$ cat src/rtl/led_fade_scheduler.sv
// Per-channel brightness ramp scheduler: each level walks one step toward its target on a
// shared prescaled tick, with a single update slot rotated round-robin across channels.
module led_fade_scheduler #(
  parameter int NCHAN   = 4,
  parameter int LEVEL_W = 8,
  parameter int RATE_W  = 4
) (
  input  logic                       clk,
  input  logic                       rst_n,
  input  logic                       ena,
  input  logic [7:0]                 tick_div,
  input  logic                       cmd_valid,
  output logic                       cmd_ready,
  input  logic [$clog2(NCHAN)-1:0]   cmd_chan,
  input  logic [LEVEL_W-1:0]         cmd_target,
  input  logic [RATE_W-1:0]          cmd_rate,
  output logic [NCHAN*LEVEL_W-1:0]   level,
  output logic [NCHAN-1:0]           busy,
  output logic [NCHAN-1:0]           done
);

  localparam int CW = $clog2(NCHAN);

  logic [15:0]        presc_q, presc_d;
  logic [CW-1:0]      ptr_q, ptr_d;
  logic [NCHAN-1:0]   pend_q, pend_d;
  logic [NCHAN-1:0]   busy_q, busy_d;
  logic [NCHAN-1:0]   done_q, done_d;
  logic [LEVEL_W-1:0] level_q [NCHAN];
  logic [LEVEL_W-1:0] level_d [NCHAN];
  logic [LEVEL_W-1:0] target_q [NCHAN];
  logic [LEVEL_W-1:0] target_d [NCHAN];
  logic [RATE_W-1:0]  rate_q [NCHAN];
  logic [RATE_W-1:0]  rate_d [NCHAN];
  logic [RATE_W-1:0]  rcnt_q [NCHAN];
  logic [RATE_W-1:0]  rcnt_d [NCHAN];
  logic               rdy_q;
  logic               live_q;
  logic               gtick;
  logic               accept;

  // A count already past a lowered compare value runs on to 16'hFFFF and wraps without a tick.
  assign gtick  = ena && (presc_q == {tick_div, 8'hFF});
  assign accept = cmd_valid && rdy_q;

  always_comb begin
    presc_d = presc_q;
    ptr_d   = ptr_q;
    if (ena) begin
      presc_d = gtick ? 16'd0 : presc_q + 16'd1;
      ptr_d   = (ptr_q == CW'(NCHAN - 1)) ? '0 : ptr_q + CW'(1);
    end
  end

  always_comb begin
    for (int c = 0; c < NCHAN; c++) begin
      level_d[c]  = level_q[c];
      target_d[c] = target_q[c];
      rate_d[c]   = rate_q[c];
      rcnt_d[c]   = rcnt_q[c];
      pend_d[c]   = pend_q[c];
      done_d[c]   = 1'b0;
      if (ena) begin
        if (pend_q[c] && (ptr_q == CW'(c))) begin
          pend_d[c] = 1'b0;
          if (rcnt_q[c] != '0) begin
            rcnt_d[c] = rcnt_q[c] - RATE_W'(1);
          end else begin
            rcnt_d[c] = rate_q[c];
            if (level_q[c] < target_q[c]) begin
              level_d[c] = level_q[c] + LEVEL_W'(1);
              done_d[c]  = (level_d[c] == target_q[c]);
            end else if (level_q[c] > target_q[c]) begin
              level_d[c] = level_q[c] - LEVEL_W'(1);
              done_d[c]  = (level_d[c] == target_q[c]);
            end
          end
        end
        // A tick landing on a service cycle re-arms the bit so that tick is not lost.
        if (gtick) pend_d[c] = 1'b1;
      end
      // A command overrides any service of the same channel in this cycle.
      if (accept && (cmd_chan == CW'(c))) begin
        target_d[c] = cmd_target;
        rate_d[c]   = cmd_rate;
        rcnt_d[c]   = cmd_rate;
        pend_d[c]   = 1'b0;
        level_d[c]  = level_q[c];
        done_d[c]   = 1'b0;
      end
      busy_d[c] = (level_d[c] != target_d[c]);
    end
  end

  always_ff @(posedge clk or negedge rst_n) begin
    if (!rst_n) begin
      presc_q  <= '0;
      ptr_q    <= '0;
      pend_q   <= '0;
      busy_q   <= '0;
      done_q   <= '0;
      rdy_q    <= 1'b0;
      live_q   <= 1'b0;
      level_q  <= '{default: '0};
      target_q <= '{default: '0};
      rate_q   <= '{default: '0};
      rcnt_q   <= '{default: '0};
    end else begin
      presc_q  <= presc_d;
      ptr_q    <= ptr_d;
      pend_q   <= pend_d;
      busy_q   <= busy_d;
      done_q   <= done_d;
      live_q   <= 1'b1;
      // Ready is held off for one full cycle after reset release.
      rdy_q    <= ena && live_q;
      level_q  <= level_d;
      target_q <= target_d;
      rate_q   <= rate_d;
      rcnt_q   <= rcnt_d;
    end
  end

  for (genvar g = 0; g < NCHAN; g++) begin : g_lvl
    assign level[g*LEVEL_W +: LEVEL_W] = level_q[g];
  end

  assign busy      = busy_q;
  assign done      = done_q;
  assign cmd_ready = rdy_q;

endmodule

$ cat config.mk
export PLATFORM = sky130hd
export DESIGN_NAME = led_fade_scheduler
export DESIGN_NICKNAME = d
export VERILOG_FILES = /design/src/rtl/led_fade_scheduler.sv
export SDC_FILE = /design/constraint.sdc
export NUM_CORES = 1
export LEC_CHECK = 0
export BUFFER_PORTS_ARGS = -buffer_cell sky130_fd_sc_hd__buf_2
export CORE_MARGIN = 4
export CORE_UTILIZATION = 25
export CTS_CLUSTER_DIAMETER = 80
export DETAILED_ROUTE_END_ITERATION = 6
export SETUP_SLACK_MARGIN = 0.05
export SYNTH_ARGS = -nofsm -noshare
export SYNTH_HDL_FRONTEND = slang
export SYNTH_SLANG_ARGS = --single-unit
$ cat constraint.sdc
create_clock -name clk -period 6.5 [get_ports clk]
set_input_delay 0.325 -clock clk [delete_from_list [all_inputs] [get_ports clk]]
set_output_delay 0.325 -clock clk [all_outputs]
set_load 0.005 [all_outputs]
==> summary.txt, run 1 <==
Synthesis
  • Syn_nets: 1137
  • #FFs+latches synth: 128
  • Mapped Area: 9180 sq um
  • Async S/R FF share, synth: 100%
  • Main flop type after synthesis: dfrtp_1
  • Synth Area in Adders: 6.68%
  • Library cells used by synthesis: 77
  • Largest family of logic cells by synthesized area: simple AND/OR/NAND/NOR gates
  • Top cells by area, synth: dfrtp_1 35%, xnor2_1 7.7%, ha_1 6.7%, nand2_1 4.5%, xor2_1 4.3%
  • Mux share of post-synthesis cell area: 2.47%
  • Post-Syn Instances: 1062
  • Synth Area in Simple Gates: 22.2%
  • Xor/xnor share of the synthesized area: 13.0%
  • Sequential element share of the synthesized area: 34.9%
  • Synth Warn #: 0
  • Yosys top cell by area: dfrtp_1
  • Avg Cell Area, Syn: 8.64 sq um
  • Count of flip-flops with a built-in enable after synthesis: 0
  • Synth top area share: 34.9%
  • Compound-Gate Fraction of Synth Area: 15.3%

Cells and area
  • # fillers: 3819
  • Nets: 1175
  • Area grow syn2layout: 14.7%
  • Multi-input logic area: 5500 sq um
  • ANT cells: 0
  • Final core occ: 29.3%
  • Register area: 3200 sq um
  • Share of layout cells above drive strength 1: 11.1%
  • Final instance area: 10500 sq um
  • Final std cells w/o fill: 1574

Critical path
  • Most common cell on crit path: a21oi_1
  • Ordered list of cells on the worst path: ha_1 -> a21oi_1 -> o21ai_2 -> o31ai_1 -> a21oi_1 -> a311oi_1 -> xnor2_1 -> or3b_1 -> or4_1
  • Max FO, Critical Path: 14
  • CP arrival: 3.88 ns
  • Slowest CP cell: dfrtp_1
  • Buf+Inv Stages, Crit Path: 0
  • Crit-path leading delay family: compound AO/OA/AOI/OAI gates
  • Worst setup EP type: flop
  • Critical Path RT: 6.79 ns
  • Startpoint types: flop
  • CP max stage delay: 0.67 ns
  • Critical path type: flop to flop

STA
  • Max Slew Vio Count: 0
  • Final Setup Violations: 0
  • Clk_skew: 0.0109 ns
  • Post-layout min period: 3.59 ns
  • Slew HR: 26.2%
  • Final period util: 55.3%
  • Worst-Margin Slew: 1.10 ns
  • Worst Hold Slack: 0.219 ns
  • Final hold vios: 0
  • RSZ-0062 raised after global routing: false
  • Setup TNS: 0 ns
  • FMAX: 278 MHz

Floorplanning
  • Die Ht: 200 microns
  • I/O pin total: 67
  • Core ar.: 35900 sq um
  • Initial core utilization: 25.6%
  • Die Wd: 200 microns
  • Row count: 69
  • Die Footprint: 39900 sq um

Power and ir drop
  • Seq pwr share: 39.3%
  • Pint: 1.77 mW
  • Sw Pwr: 831 uW
  • Maximum vdd drop: 187 uV
  • Combinational Power Share: 22.2%
  • Net Sw Frac: 32.0%
  • Pwr/cell area: 247 nW/um^2
  • Power share of the clock group: 38.5%
  • Leak Pwr: 4.60 nW

GRT
  • GRT Overall Usage: 13.2%
  • Initial antenna violation count: 1
  • First-pass GRT wire length: 42.3 mm
  • Largest net degree at the start of global routing: 73
  • Number of global-route vias before repair: 7766
  • Global route total overflow: 0

Clocking
  • Worst-path clk slew: 0.06 ns
  • CTS Sinks: 128
  • # Post-CTS Setup Buffers: 0
  • H-tree Lvls: 4
  • Clock root buffer: clkbuf_16
  • CTS buffer count: 17
  • CTS tree: yes
  • Clock Path Buffers: 2
  • Worst-Skew Late Latency: 0.42 ns

Detailed routing
  • Routed vias: 7876
  • Drt drc: 0
  • Routed Antenna Nets: 0
  • Initial drt markers: 574
  • Drt total wl: 25.8 mm
  • Drt wl/cell: 16.4 microns
  • DR vias/cell: 5.00
  • First drt pass iteration count: 5

Placement
  • I/O Buffers: 66
  • Cell count after placement: 1541
  • Detailed-placement wirelength estimate: 19.0 mm
  • Final Wtd Congestion: 0.883
  • Post-DP Area: 9910 sq um

Flow run
  • Max-cap viol count: 0

Status
  • Status: finished, final reports clean

Hold path
  • Min-Delay Path Class: input port to flop
==> Yosys cell counts (17+ instances only) <==
cell        n
a21oi_1    60
clkbuf_1   40
dfrtp_1   128
ha_1       49
inv_1      70
mux2i_1    17
nand2_1   110
nand3_1    27
nand4_1    18
nor2_1     74
nor3_1     40
nor4_1     21
o21ai_0    55
xnor2_1    81
xor2_1     45
==> sequential cells by signal, indices dropped and copies added (netlist names) <==
signal     count
done           4
pend_q         4
busy           4
rate_q        16
rcnt_q        16
live_q         1
presc_q       16
target_q      32
level         32
cmd_ready      1
ptr_q          2
==> cell type report <==
class                   instances  area share (%)
clock buffers                  18            4.08
inverters                      72            2.57
clock inverters                14            1.71
repair buffers                 70            3.50
flip-flops and latches        128            30.4
multi-input cells             811            52.3
well taps                     461            5.48
==> cells in the final DEF (no fill, tap or decap), types with 10 or more instances in the layout <==
cell,n
a211oi_1,15
a21oi_1,60
and3_1,10
buf_2,65
clkbuf_16,17
dfrtp_1,128
ha_1,49
inv_1,70
mux2i_1,17
nand2_1,110
nand3_1,27
nand4_1,18
nor2_1,74
nor3_1,40
nor4_1,21
o211ai_1,12
o21ai_0,55
or4_1,15
xnor2_1,81
xor2_1,45
==> path summary, 6_finish.rpt <==
kind	startpoint	slack, ns	cells past startpoint	to
worst max register to register	level[13]	2.91	9	busy[1]
max in group asynchronous	rst_n	4.75	3	rate_q[15]
worst min register to register	presc_q[6]	0.48	1	presc_q[6]
min in group asynchronous	rst_n	0.51	2	level[31]
worst min-delay path	cmd_rate[3]	0.22	3	rate_q[3]
worst max-delay path	level[13]	2.91	9	busy[1]
==> tightest hold or removal path: cells and delay by family <==
family	cells	cell delay [ns]
AND/OR/NAND/NOR	2	0.13
buffers and inverters	1	0.15
==> routing by layer <==
layer	global-route usage (%)	up-vias	wire (microns)
li1	-	3876	-
met1	18.4	3769	12400
met2	20.8	194	11700
met3	2.36	35	1070
met4	4.43	2	556
met5	0	-	14
==> power groups by stage <==
stage	clock (mW)	sequential [mW]	combinational (mW)
after floorplan	0	1.00	0.436
final	1.00	1.02	0.576
after global routing	1.07	1.04	0.661
after CTS	1.03	1.02	0.580
after detailed placement	0	1.03	0.576
after global placement	0	1.03	0.567
==> logic make-up (layout without fill, tap and decap cells) <==
family	count (synthesis)	in the layout
and+or+nand+nor	392	392
AOI/OAI and AO/OA	217	217
xor gates and xnor gates	130	130
DFF	128	128
buffers and inverters	123	174
adders and majority gates	49	49
muxes	22	22
other	1	1
==> stage by stage <==
stage                     setup slack [ns]  power, mW
after CTS                             2.96       2.63
after floorplan                       3.52       1.44
after global placement                2.99       1.60
after global routing                  2.65       2.77
after detailed placement              2.99       1.61
final                                 2.91       2.60
==> repair_timing <==
action,CTS,global route
gates resized for setup,0,0
hold buffers,1,0
hold endpoints to repair,71,0
Power figures use the tool's default switching activity.
==> run 2: changes to the inputs <==
- ABC_AREA: not set -> 1
- clock period: 6.5 -> 3.6 ns (I/O delays scaled with it)
==> summary.txt, run 2 <==
Cells and area
  • Final instance area: 11100 sq um (+5.5%)
  • Commonest cells after routing, fill and taps aside: 463 x nand2_1, 216 x inv_1, 151 x nand3_1
  • ANT cells: 0 (unchanged)
  • Nets: 1550 (+32%)
  • Share of layout cells above drive strength 1: 9.35% (-1.8 points)
  • Area grow syn2layout: 16.3%
  • Commonest non-fill, non-tap cell in the layout: nand2_1

GRT
  • Largest net degree at the start of global routing: 84 (+15%)
  • Number of global-route vias before repair: 8908 (+15%)
  • Initial antenna violation count: 1 (unchanged)
  • Global route total overflow: 0 (unchanged)
  • First-pass GRT wire length: 44.7 mm (+5.7%)
  • GRT Overall Usage: 13.2% (-0.065 points)

Critical path
  • CP arrival: 2.99 ns (-0.89 ns)
  • Critical path type: flop to flop
  • Worst setup EP type: flop
  • Startpoint types: flop
  • Max FO, Critical Path: 13 (-1)
  • Critical Path RT: 3.90 ns (-2.89 ns)

Clocking
  • Clock root buffer: clkbuf_16
  • Worst-Skew Late Latency: 0.43 ns (about the same)
  • CTS Sinks: 128 (unchanged)
  • H-tree Lvls: 4 (unchanged)
  • Clock Path Buffers: 2 (unchanged)
  • Worst-path clk slew: 0.07 ns (about the same)
  • CTS buffer count: 17 (unchanged)
  • CTS tree: yes

Power and ir drop
  • Pwr/cell area: 453 nW/um^2 (+84%)
  • Leak Pwr: 5.87 nW (+28%)
  • Maximum vdd drop: 269 uV (+44%)

STA
  • Worst-Margin Slew: 0.854 ns (-0.244 ns)
  • RSZ-0062 raised after global routing: false
  • Post-layout min period: 2.69 ns (-0.906 ns)
  • Clk_skew: 0.0143 ns (+0.00339 ns)
  • Final period util: 74.7% (+19 points)
  • Slew HR: 43.1% (+17 points)
  • Max Slew Vio Count: 0 (unchanged)
  • Setup TNS: 0 ns (unchanged)
  • FMAX: 372 MHz (+34%)
  • Final hold vios: 0 (unchanged)
  • Worst Hold Slack: 0.0843 ns (-0.135 ns)
  • Final Setup Violations: 0 (unchanged)

Detailed routing
  • Routed vias: 9154 (+16%)
  • DR vias/cell: 4.58 (-8.4%)
  • Drt wl/cell: 13.5 microns (-18%)
  • Routed Antenna Nets: 0 (unchanged)
  • Drt drc: 0 (unchanged)
  • Drt total wl: 27.0 mm (+4.7%)
  • Initial drt markers: 688 (+20%)
  • First drt pass iteration count: 5 (unchanged)

Synthesis
  • Count of flip-flops with a built-in enable after synthesis: 0 (unchanged)
  • Async S/R FF share, synth: 100% (unchanged)
  • Syn_nets: 1485 (+31%)
  • Mapped Area: 9550 sq um (+4.1%)
  • Main flop type after synthesis: dfrtp_1
  • Top cells by area, synth: dfrtp_1 34%, nand2_1 18%, inv_1 8.5%, nand3_1 7.9%, ha_1 6.4%
  • Library cells used by synthesis: 42 (-45%)
  • Synth Warn #: 0 (unchanged)
  • #FFs+latches synth: 128 (unchanged)
  • Synth top cells by count: 463 x nand2_1, 216 x inv_1, 151 x nand3_1, 128 x dfrtp_1, 79 x nor2_1
  • Synth top area share: 33.5% (-1.4 points)
  • Top-count cell post-synth: nand2_1
  • Post-Syn Instances: 1410 (+33%)
  • Yosys top cell by area: dfrtp_1
  • Avg Cell Area, Syn: 6.78 sq um (-22%)
  • Sequential element share of the synthesized area: 33.5% (-1.4 points)

Floorplanning
  • Row count: 71 (+2.9%)
  • Die Footprint: 41400 sq um (+3.9%)
  • Die Ht: 203 microns (+1.9%)
  • Die Wd: 203 microns (+1.9%)
  • Initial core utilization: 25.4% (-0.20 points)
  • I/O pin total: 67 (unchanged)
  • Core ar.: 37700 sq um (+4.9%)

Flow run
  • Max-cap viol count: 0 (unchanged)

Status
  • Status: finished, final reports clean

Placement
  • Post-DP Area: 10400 sq um (+5.4%)
  • I/O Buffers: 66 (unchanged)
  • Detailed-placement wirelength estimate: 20.4 mm (+7.8%)
  • Final Wtd Congestion: 0.897 (+1.6%)

Hold path
  • Min-Delay Path Class: input port to flop
[run 2: cell types whose count changed after synthesis, moves of 17 or more]
cell      delta
nor4_1      -17
clkbuf_1    -33
xnor2_1     -70
nand2_1    +353
nand3_1    +124
nor3_1      -23
inv_1      +146
a21oi_1     -28
mux2i_1     -17
[run 2: logic make-up after synthesis]
family	Yosys count	share of synthesized area, %
buffers and inverters	252	10.3
other	1	0.0393
AO/OA/AOI/OAI	130	7.82
flip-flops	128	33.5
XOR/XNOR	67	6.14
AND/OR/NAND/NOR	783	35.8
adder cells (fa/ha/maj)	49	6.42
[run 2: power breakdown]
| part | leakage, nW | internal (mW) | switching [mW] |
|---|---|---|---|
| Clock | 0.320 | 1.27 | 0.708 |
| Combinational | 4.03 | 0.464 | 0.786 |
| Sequential | 1.53 | 1.64 | 0.164 |
[run 2: area by class of cell]
class,instances,area (sq um)
Fill cell,4112,26600
Multi-Input combinational cell,1030,5370
Sequential cell,128,3200
Inverter,226,848
Tap cell,511,639
Clock buffer,19,453
Timing Repair Buffer,72,397
Clock inverter,11,203
[run 2: metal layers]
metal	track usage, %	wire (microns)	up-vias
met5	0	0	-
met4	5.03	738	0
met3	2.23	1200	50
met2	21.9	12500	264
met1	17.2	12500	4226
li1	-	-	4614
[run 2: path summary, 6_finish.rpt]
path | from | to | slack (ns) | cells after the start
min in group asynchronous | rst_n | done[0] | 0.35 | 2
max reg2reg | level[10] | busy[1] | 0.91 | 16
max in group asynchronous | rst_n | level[14] | 2.44 | 3
min reg2reg | live_q | cmd_ready | 0.45 | 2
min | cmd_rate[0] | rate_q[4] | 0.08 | 3
max | level[10] | busy[1] | 0.91 | 16
[run 2: through the flow]
step,utilization (%),worst slack [ns],std cells,total power [mW]
5_1_grt,29.5,0.601,1997,5.36
6_report,29.5,0.911,1997,5.03
2_1_floorplan,-,1.60,1410,2.73
4_1_cts,29.5,0.923,1997,5.07
3_3_place_gp,27.7,0.975,1966,3.04
3_5_place_dp,27.7,0.950,1966,3.07
[run 2: timing repair]
item / CTS / global route
endpoints found under the hold margin: 82 / 0
resized for setup: 0 / 0
buffers inserted: 0 / 0
hold buffers: 1 / 0
[run 2: critical path: stages (launching register included)]
cell	delay [ns]
dfrtp_1	0.51
ha_1	0.35
nand2_1	0.05
inv_1	0.09
nand2_1	0.06
nand2_1	0.05
nand2_1	0.10
nand2_1	0.39
nand2_1	0.18
nand2_2	0.21
nand2_1	0.11
nand2_1	0.10
nand2_1	0.05
nand2_1	0.05
nand2_1	0.05
nor2_1	0.12
nand3_1	0.08
==> run 3: changes to the inputs <==
- clock period: 3.6 -> 2.6 ns (I/O delays scaled with it)
==> summary.txt, run 3 (synthesis gave the netlist of run 2 again) <==
Clocking
  • CTS buffer count: 17 (unchanged)
  • Worst-path clk slew: 0.06 ns (about the same)
  • Worst-Skew Late Latency: 0.42 ns (about the same)
  • Clock Path Buffers: 2 (unchanged)
  • CTS Sinks: 128 (unchanged)
  • # Post-CTS Setup Buffers: 0 (unchanged)
  • Clock root buffer: clkbuf_16
  • H-tree Lvls: 4 (unchanged)
  • CTS tree: yes

Power and ir drop
  • Maximum vdd drop: 354 uV (+32%)
  • Pwr/cell area: 592 nW/um^2 (+31%)
  • Leak Pwr: 6.00 nW (+2.2%)

Cells and area
  • Final instance area: 11400 sq um (+2.3%)
  • Commonest non-fill, non-tap cell in the layout: nand2_1
  • # fillers: 4100 (-0.29%)
  • Multi-input logic area: 5420 sq um (+0.93%)
  • ANT cells: 0 (unchanged)
  • Commonest cells after routing, fill and taps aside: 460 x nand2_1, 213 x inv_1, 151 x nand3_1
  • Register area: 3200 sq um (about the same)
  • Share of layout cells above drive strength 1: 12.3% (+2.9 points)
  • Area grow syn2layout: 19.0%
  • Nets: 1586 (+2.3%)

Critical path
  • Crit-path leading delay family: simple AND/OR/NAND/NOR gates
  • Most common cell on crit path: nand2_1
  • Critical path type: flop to flop
  • Critical Path RT: 2.90 ns (-1.00 ns)
  • Ordered list of cells on the worst path: inv_1 -> ha_1 -> nand2_1 -> nor2_1 -> nand4_2 -> inv_2 -> nand2_1 -> nand2_2 -> nand2_1 -> nand2_1 -> nand2_1 -> nand2_1 -> nand2_1 -> nor2_1 -> nand2_1
  • Worst setup EP type: flop
  • FF-to-FF setup slack: 0.27 ns (-0.64 ns)
  • Reg2reg path depth: 15 (-1)
  • Startpoint types: flop
  • Buf+Inv Stages, Crit Path: 2 (+1)
  • CP arrival: 2.63 ns (-0.36 ns)
  • Max FO, Critical Path: 9 (-4)
  • Reg2Reg Capture Point: busy[2]
  • CP max stage delay: 0.40 ns (-0.11 ns)
  • Slowest CP cell: dfrtp_1
  • Reg2reg start: target_q[14]

Status
  • Status: finished, final reports clean

Placement
  • I/O Buffers: 66 (unchanged)
  • Detailed-placement wirelength estimate: 21.2 mm (+3.7%)
  • Post-DP Area: 10700 sq um (+2.6%)
  • Final Wtd Congestion: 0.911 (+1.7%)

Detailed routing
  • Drt wl/cell: 13.3 microns (-1.3%)
  • Drt drc: 0 (unchanged)
  • Initial drt markers: 797 (+16%)
  • Drt total wl: 27.1 mm (+0.61%)
  • DR vias/cell: 4.55 (-0.81%)
  • Routed vias: 9253 (+1.1%)
  • Routed Antenna Nets: 0 (unchanged)
  • First drt pass iteration count: 5 (unchanged)

GRT
  • First-pass GRT wire length: 44.7 mm (about the same)
  • Largest net degree at the start of global routing: 62 (-26%)
  • Number of global-route vias before repair: 8801 (-1.2%)
  • GRT Overall Usage: 13.2% (-0.014 points)
  • Global route total overflow: 0 (unchanged)
  • Initial antenna violation count: 1 (unchanged)

STA
  • Max Slew Vio Count: 0 (unchanged)
  • Clk_skew: 0.00702 ns (-0.00725 ns)
  • Setup TNS: 0 ns (unchanged)
  • Post-layout min period: 2.33 ns (-0.361 ns)
  • Slew HR: 56.3% (+13 points)
  • RSZ-0062 raised after global routing: false
  • Worst-Margin Slew: 0.656 ns (-0.198 ns)
  • Final Setup Violations: 0 (unchanged)
  • Final hold vios: 0 (unchanged)
  • FMAX: 430 MHz (+16%)
  • Final period util: 89.5% (+15 points)

Hold path
  • Hold Path Depth: 3 (unchanged)
  • Min-Delay Path Class: input port to flop
  • Hold Crit Start: cmd_rate[0]
  • Hold worst-path end: rate_q[4]

Floorplanning
  • Die Ht: 203 microns (unchanged)
  • Die Wd: 203 microns (unchanged)
  • Die Footprint: 41400 sq um (unchanged)
  • Initial core utilization: 25.4% (unchanged)
  • Core ar.: 37700 sq um (unchanged)
  • Row count: 71 (unchanged)
  • I/O pin total: 67 (unchanged)

Flow run
  • Max-cap viol count: 0 (unchanged)
==> run 3: timing repair <==
| action | 4_1_cts | 5_1_grt |
|---|---|---|
| hold buffers | 1 | 0 |
| endpoints found under the hold margin | 59 | 0 |
| setup endpoints to repair | 0 | 4 |
| gates resized for setup | 0 | 16 |
==> run 3: layout make-up <==
cell class	instances	share of cell area [%]
Clock buffer	18	3.78
Clock inverter	14	1.39
Inverter	226	7.46
Multi-Input combinational cell	1030	47.7
Sequential cell	128	28.2
Tap cell	511	5.63
Timing Repair Buffer	108	5.87
==> run 3: per-stage QoR <==
stage	setup slack, ns	hold WS [ns]	instances	util (%)	total power, mW
3_5_place_dp	0.163	0.179	2002	28.5	4.29
2_1_floorplan	0.604	-0.166	1410	-	3.78
4_1_cts	0.156	0.0268	2035	30.0	6.77
5_1_grt	0.0241	0.0419	2035	30.2	7.21
6_report	0.273	0.0422	2035	30.2	6.73
3_3_place_gp	0.147	0.183	2002	28.5	4.26
==> run 3: power breakdown <==
group | internal [mW] | switching (mW)
clock network | 1.43 | 0.999
logic | 0.699 | 1.11
registers | 2.27 | 0.226
total | 4.40 | 2.33
==> run 3: worst max-delay path by stage <==
stage	end	depth (start not counted)	slack, ns	from
2_1_floorplan	busy[0]	14	0.60	level[5]
6_report	busy[2]	15	0.27	target_q[14]
3_3_place_gp	busy[0]	15	0.15	target_q[31]
3_5_place_dp	busy[0]	15	0.16	target_q[31]
5_1_grt	busy[3]	15	0.02	level[31]
4_1_cts	busy[0]	15	0.16	target_q[31]
==> run 3: per-layer routing <==
layer,track usage (%),part of all wire [%],up-vias
met4,3.95,2.0,2
met3,2.10,4.2,36
met5,0,0.026,-
met2,22.1,47,232
met1,17.5,47,4274
li1,-,-,4709
==> run 3: worst register-to-register path: cells and delay by family (launching register included) <==
kind          cells  cell delay, ns
buf+inv           2            0.27
fa+ha+maj         1            0.28
simple gates     12            1.27
flops             1            0.40
